## src/rtl/eleven_ctrl.sv

```systemverilog
// Divisibility-by-11 checker with two round-robin requesters and a valid/ready response port.
// Each operand is scanned one 4-bit digit per cycle, digit 1 first, into an alternating-sum accumulator kept mod 11.
module eleven_ctrl #(
    parameter int n = 4
) (
    input  logic           clk,
    input  logic           rst_n,
    input  logic           req0_valid,
    input  logic [4*n-1:0] req0_a,
    output logic           req0_ready,
    input  logic           req1_valid,
    input  logic [4*n-1:0] req1_a,
    output logic           req1_ready,
    output logic           resp_valid,
    input  logic           resp_ready,
    output logic           resp_id,
    output logic           resp_div,
    output logic [3:0]     resp_rem
);

    // state | meaning
    // IDLE  | waiting for an operand; ready follows the grant winner
    // RUN   | consuming one digit per cycle, then one terminal-count cycle
    // DONE  | result presented until the consumer takes it
    typedef enum logic [1:0] {IDLE, RUN, DONE} state_t;

    localparam int CW = $clog2(n + 1);

    state_t         state_q, state_d;
    logic [4*n-1:0] sh_q, sh_d;
    logic [3:0]     acc_q, acc_d;
    logic [CW-1:0]  cnt_q, cnt_d;
    logic           odd_q, odd_d;
    logic           id_q, id_d;
    logic           prio_q, prio_d;

    logic           any_v;
    logic           gnt_id;
    logic [3:0]     dig;
    logic [4:0]     add_s;
    logic signed [5:0] sub_s;
    logic [3:0]     acc_add;
    logic [3:0]     acc_sub;

    // prio_q names the requester that wins a tie
    assign any_v  = req0_valid | req1_valid;
    assign gnt_id = (req0_valid & req1_valid) ? prio_q : req1_valid;

    assign req0_ready = rst_n & (state_q == IDLE) & req0_valid & ~gnt_id;
    assign req1_ready = rst_n & (state_q == IDLE) & req1_valid & gnt_id;

    assign resp_valid = (state_q == DONE);
    assign resp_div   = (state_q == DONE) && (acc_q == 4'd0);
    assign resp_rem   = (state_q == DONE) ? acc_q : 4'd0;
    assign resp_id    = id_q;

    assign dig = sh_q[3:0];

    // acc+d reaches 25 and acc-d reaches -15, so at most two corrections are needed
    always_comb begin
        add_s   = {1'b0, acc_q} + {1'b0, dig};
        acc_add = add_s[3:0];
        if (add_s >= 5'd22)
            acc_add = 4'(add_s - 5'd22);
        else if (add_s >= 5'd11)
            acc_add = 4'(add_s - 5'd11);

        sub_s   = $signed({2'b00, acc_q}) - $signed({2'b00, dig});
        acc_sub = sub_s[3:0];
        if (sub_s < -6'sd11)
            acc_sub = 4'(sub_s + 6'sd22);
        else if (sub_s < 6'sd0)
            acc_sub = 4'(sub_s + 6'sd11);
    end

    always_comb begin
        state_d = state_q;
        sh_d    = sh_q;
        acc_d   = acc_q;
        cnt_d   = cnt_q;
        odd_d   = odd_q;
        id_d    = id_q;
        prio_d  = prio_q;
        case (state_q)
            IDLE: begin
                if (any_v) begin
                    sh_d    = gnt_id ? req1_a : req0_a;
                    id_d    = gnt_id;
                    acc_d   = 4'd0;
                    cnt_d   = CW'(n);
                    odd_d   = 1'b1;
                    prio_d  = ~gnt_id;
                    state_d = RUN;
                end
            end
            RUN: begin
                // n digit cycles, then the cycle that sees the terminal count commits to DONE
                if (cnt_q != '0) begin
                    acc_d = odd_q ? acc_add : acc_sub;
                    sh_d  = sh_q >> 4;
                    odd_d = ~odd_q;
                    cnt_d = cnt_q - 1'b1;
                end else begin
                    state_d = DONE;
                end
            end
            DONE: begin
                if (resp_ready)
                    state_d = IDLE;
            end
            default: state_d = IDLE;
        endcase
    end

    always_ff @(posedge clk or negedge rst_n) begin
        if (!rst_n) begin
            state_q <= IDLE;
            sh_q    <= '0;
            acc_q   <= 4'd0;
            cnt_q   <= '0;
            odd_q   <= 1'b1;
            id_q    <= 1'b0;
            prio_q  <= 1'b0;
        end else begin
            state_q <= state_d;
            sh_q    <= sh_d;
            acc_q   <= acc_d;
            cnt_q   <= cnt_d;
            odd_q   <= odd_d;
            id_q    <= id_d;
            prio_q  <= prio_d;
        end
    end

endmodule

```

## config.mk

```make
export PLATFORM = sky130hd
export DESIGN_NAME = eleven_ctrl
export DESIGN_NICKNAME = d
export VERILOG_FILES = /design/src/rtl/eleven_ctrl.sv
export SDC_FILE = /design/constraint.sdc
export NUM_CORES = 1
export LEC_CHECK = 0
export ABC_AREA = 1
export ABC_CLOCK_PERIOD_IN_PS = 4200
export CAP_MARGIN = 20
export CORE_UTILIZATION = 50
export CTS_BUF_LIST = sky130_fd_sc_hd__clkbuf_8
export DETAILED_ROUTE_END_ITERATION = 10
export HOLD_SLACK_MARGIN = 0.1
export PLACE_DENSITY = 0.78
export SLEW_MARGIN = 0
export SYNTH_ARGS = -nofsm -noshare
export SYNTH_HDL_FRONTEND = slang
export SYNTH_SLANG_ARGS = --single-unit
```

## constraint.sdc

```tcl
create_clock -name clk -period 4.2 [get_ports clk]
set_input_delay 1.05 -clock clk [delete_from_list [all_inputs] [get_ports clk]]
set_output_delay 1.05 -clock clk [all_outputs]
set_load 0.01 [all_outputs]
```

After elaboration in Yosys (flattened, before gate mapping)
Index checks and enable logic that the tools add are counted.
{"block": "classes", "n_addsub": 7, "magnitude_cmp": 4, "eq_ne": 6, "n_mux": 24, "n_bitwise": 9, "n_reduce_logical": 8}
{"cell": "16-bit 2-to-1 mux", "count": 3}
{"cell": "4-bit 2-to-1 mux", "count": 8}
{"cell": "16-bit one-hot mux with 2 select lines", "count": 1}
{"cell": "4-bit adder, second input constant", "count": 2}
{"cell": "4-bit one-hot mux with 2 select lines", "count": 1}
{"cell": "1-bit AND", "count": 6}
{"cell": "2-bit 2-to-1 mux", "count": 3}
{"cell": "3-bit 2-to-1 mux", "count": 2}
{"cell": "2-bit inequality test, second input constant", "count": 3}
{"cell": "2-bit one-hot mux with 3 select lines", "count": 1}
{"cell": "3-bit one-hot mux with 2 select lines", "count": 1}
{"cell": "3-bit AND reduction", "count": 2}
{"cell": "4-bit by 4-bit adder with 5-bit output", "count": 1}
{"cell": "5-bit by 4-bit greater-or-equal comparator with 1-bit output, second input constant", "count": 1}
{"cell": "5-bit greater-or-equal comparator, second input constant", "count": 1}
{"cell": "5-bit by 1-bit less-than comparator with 1-bit output, second input constant", "count": 1}
{"cell": "5-bit less-than comparator, second input constant", "count": 1}
{"cell": "4-bit by 4-bit subtractor with 5-bit output", "count": 1}
{"cell": "4-bit zero test", "count": 1}
{"cell": "4-bit by 3-bit subtractor with 4-bit output, second input constant", "count": 1}
{"cell": "4-bit subtractor, second input constant", "count": 1}
{"cell": "1-bit 2-to-1 mux", "count": 3}
{"cell": "3-bit nonzero test", "count": 1}
{"cell": "3-bit by 1-bit subtractor with 3-bit output, second input constant", "count": 1}
{"cell": "other kinds (10)", "count": 11}
{"block": "totals", "ff_bits": 28, "out_inout_bits": 9, "wordCells": 65}

Depth between registers and ports, before layout
Gate-level depths: netlist (run 1).
{"block": "depth", "ltp_word": 7, "depth_mapped": 17}

Worst setup path before layout (run 1)
Ideal clock, no wire load.
{"block": "synth_path", "path_type": "input port to output port", "startpoint": "input req0_valid", "endpoint": "output req0_ready", "t_arrival_ns": 1.810, "required_ns": 3.150, "slack_ns": 1.340, "stages": 5, "cell_sequence": "inv_1 o21ai_4 inv_2 buf_2 nor3_1"}
{"block": "synth_between", "elab_chain_cells": 4, "word_cells_on_any_way": 5, "classes_between": "mux: 1; bitwise: 4"}
{"element": "from (decl)", "line_no": "8", "source": "input logic req0_valid,"}
{"element": "1-bit AND", "line_no": "47", "source": "assign gnt_id = (req0_valid & req1_valid) ? prio_q : req1_valid;"}
{"element": "1-bit 2-to-1 mux", "line_no": "47"}
{"element": "1-bit NOT", "line_no": "49", "source": "assign req0_ready = rst_n & (state_q == IDLE) & req0_valid & ~gnt_id;"}
{"element": "1-bit AND (*)", "line_no": "49"}
{"element": "to (decl)", "line_no": "10", "source": "output logic req0_ready,"}
Mark *: on every way between the ends. The rest lies on a longest branch, timed or not.

Worst setup path after layout (run 1)
Same ends and word-level chain as after synthesis.

==> results.cfg, run 1 <==
[floorplan]
coreArea_um2 = 4120
fp.dieH_um = 68.3
floorplan.die_area_um2 = 4670
rows = 23
die_w_um = 68.3
initial_core_util_pct = 53.4
num_io_pins = 46

[yosys]
synth_edf_count = 0
synth_ff_type = dfrtp_1
synth_nets = 340
async_flop_share_pct = 100
yosysMostFrequentCell = nand2_1
synth.distinct_cells = 38
synth_top_family_by_area = simple AND/OR/NAND/NOR gates
synth_largest_area_cell = dfrtp_1
synth-simple-area-share_pct = 27.7
muxShareOfSynthArea_pct = 0
yosysWarnings = 0
synth_xor_area_share_pct = 1.14
synth_area_leaders = dfrtp_1, ha_1, nand2_1
synth_cells = 283
synth_area_um2 = 2200
synth_adder_area_share_pct = 12.1
synth_seq_cells = 28
syn_avg_cell_area_um2 = 7.77
synth-compound-area-share_pct = 17.9
ys_seq_area_share_pct = 31.9
synth_top_area_share_pct = 30.7
synth_common_cells = nand2_1, inv_1, nor2_1

[sta]
max_slew_margin_pct = 72.0
fin_tns_setup_ns = 0
fin_skew_ns = 0.00888
slew_viol_final = 0
period_needed_ns = 3.68
min_period_over_period_pct = 87.7
fmax_ghz = 0.272
worstMarginPinSlew_ns = 0.419
setup-violations-final = 0
final-hold-violation-count = 0
rsz0062_at_grt = false

[drt]
dr.pass1.iters = 4
wl_per_cell_um = 13.7
via_per_inst = 5.38
drc = 0
drtIter0Drc = 111
routed_wl_um = 5140
num_vias = 2021
antenna_left = 0

[setup_path]
rr_startpoint = acc_q[0]
crit_start = req0_valid
worst_ep_arrival_time_ns = 2.63
cp.required_ns = 3.15
ff2ff_setup_slack_ns = 1.51
end_kind = output port
critical_path_class = input port to output port
cp-start-kind = input port
crit_fanout = 18

[run]
max_cap_violations = 0

[worst_hold_path]
worstHoldStart = resp_id
hold_path.class = flip-flop to flip-flop

[cts]
clk_latency_ns = 0.28
htree_levels = 1
cts_buffer_depth = 2
clk_pin_slew_ns = 0.10
cts_resized = 0
post_cts_buffers = 0
cts_tree = yes
cts_hold_buf = 0
cts_made_buffers = 3
clockRootBuffer = clkbuf_8
cts_num_sinks = 28

[layout]
syn2layout_area_growth_pct = 24.5
nets = 384
diodes = 0
drive_above_1_share_pct = 14.1

[place]
place.gp.congestion = 0.845
io_buffers = 45
post-dp-hpwl_um = 3950

[global_route]
grt_max_degree = 29
grt_usage_pct = 24.3
antenna_found_initial = 0
grt_pass1_wl_um = 8480
overflow = 0
first_global_vias = 1805

[outcome]
outcome = finished, final reports clean
[logic make-up after synthesis]
family                   count (synthesis)
AND/OR/NAND/NOR                        123
AO/OA/AOI/OAI                           64
buffers and inverters                   46
flip-flops                              28
adder cells (fa/ha/maj)                 20
XOR/XNOR                                 2
[critical path, stage by stage]
cell	delay [ns]
clkdlybuf4s50_1	0.50
inv_1	0.09
o21ai_4	0.13
inv_2	0.15
nor3_1	0.16
clkdlybuf4s50_1	0.56
[worst paths after layout]
kind	end	cells past startpoint
worst max-delay path	req0_ready	6
worst min-delay path	resp_id	2
worst max register to register	acc_q[1]	14
worst min register to register	resp_id	2
max in group asynchronous	odd_q	2
min in group asynchronous	resp_id	2
[state kept, by name, indices dropped and copies added (netlist names)]
name and flops:
cnt_q 3, state_q 2, resp_id 1, acc_q 4
odd_q 1, sh_q 16, prio_q 1
[metrics by stage]
| stage | hold WS (ns) | worst slack [ns] | std cells | util (%) | cell area [µm²] |
|---|---|---|---|---|---|
| 4_1_cts | 0.502 | 0.521 | 376 | 66.5 | 2740 |
| 6_report | 0.502 | 0.517 | 376 | 66.5 | 2740 |
| 3_5_place_dp | 0.471 | 0.530 | 372 | 64.8 | 2670 |
| 3_3_place_gp | 0.468 | 0.549 | 372 | 64.8 | 2670 |
| 2_1_floorplan | 0.452 | 1.34 | 283 | - | 2200 |
| 5_1_grt | 0.513 | 0.413 | 376 | 66.5 | 2740 |
[cell type report]
type / count / area, µm²
repair buffers: 47 / 465
clock inverters: 1 / 30.0
fillers: 370 / 1380
well taps: 50 / 62.6
clock buffers: 3 / 41.3
inverters: 38 / 145
flip-flops and latches: 28 / 702
multi-input cells: 209 / 1290
[metal layers]
layer / part of all wire [%] / wire [µm] / GRT usage, % / up-vias
li1: - / - / - / 1016
met1: 47 / 2390 / 34.6 / 954
met2: 48 / 2490 / 39.2 / 49
met3: 4.7 / 241 / 3.50 / 2
met4: 0.25 / 13 / 4.17 / 0
met5: 0 / 0 / 0 / -
[placed cells by master, fill, tap and decap left out, drive strengths merged]
master and instances:
a21o 1, a21oi 25, a22oi 3, a31oi 1, buf 2, bufinv 1, clkbuf 3, clkdlybuf4s50 45
dfrtp 27, dfstp 1, fa 2, ha 18, inv 38, nand2 53, nand3 22, nor2 32
nor3 4, o211ai 13, o21ai 18, o21bai 1, o22ai 1, o31ai 1, or2 12, xnor2 1
xor2 1
Power of run 1 is left out: the tool's default activity adds up to more than one toggle a clock period on the data nets, which glitch-free logic cannot reach.
==> inputs of run 2 (changes only) <==
Settings changed: CAP_MARGIN 20 to 10.
==> results of run 2 <==
The final DEF is identical to that of run 1; final timing and power are the same.
Power of run 2 is left out for the same reason.
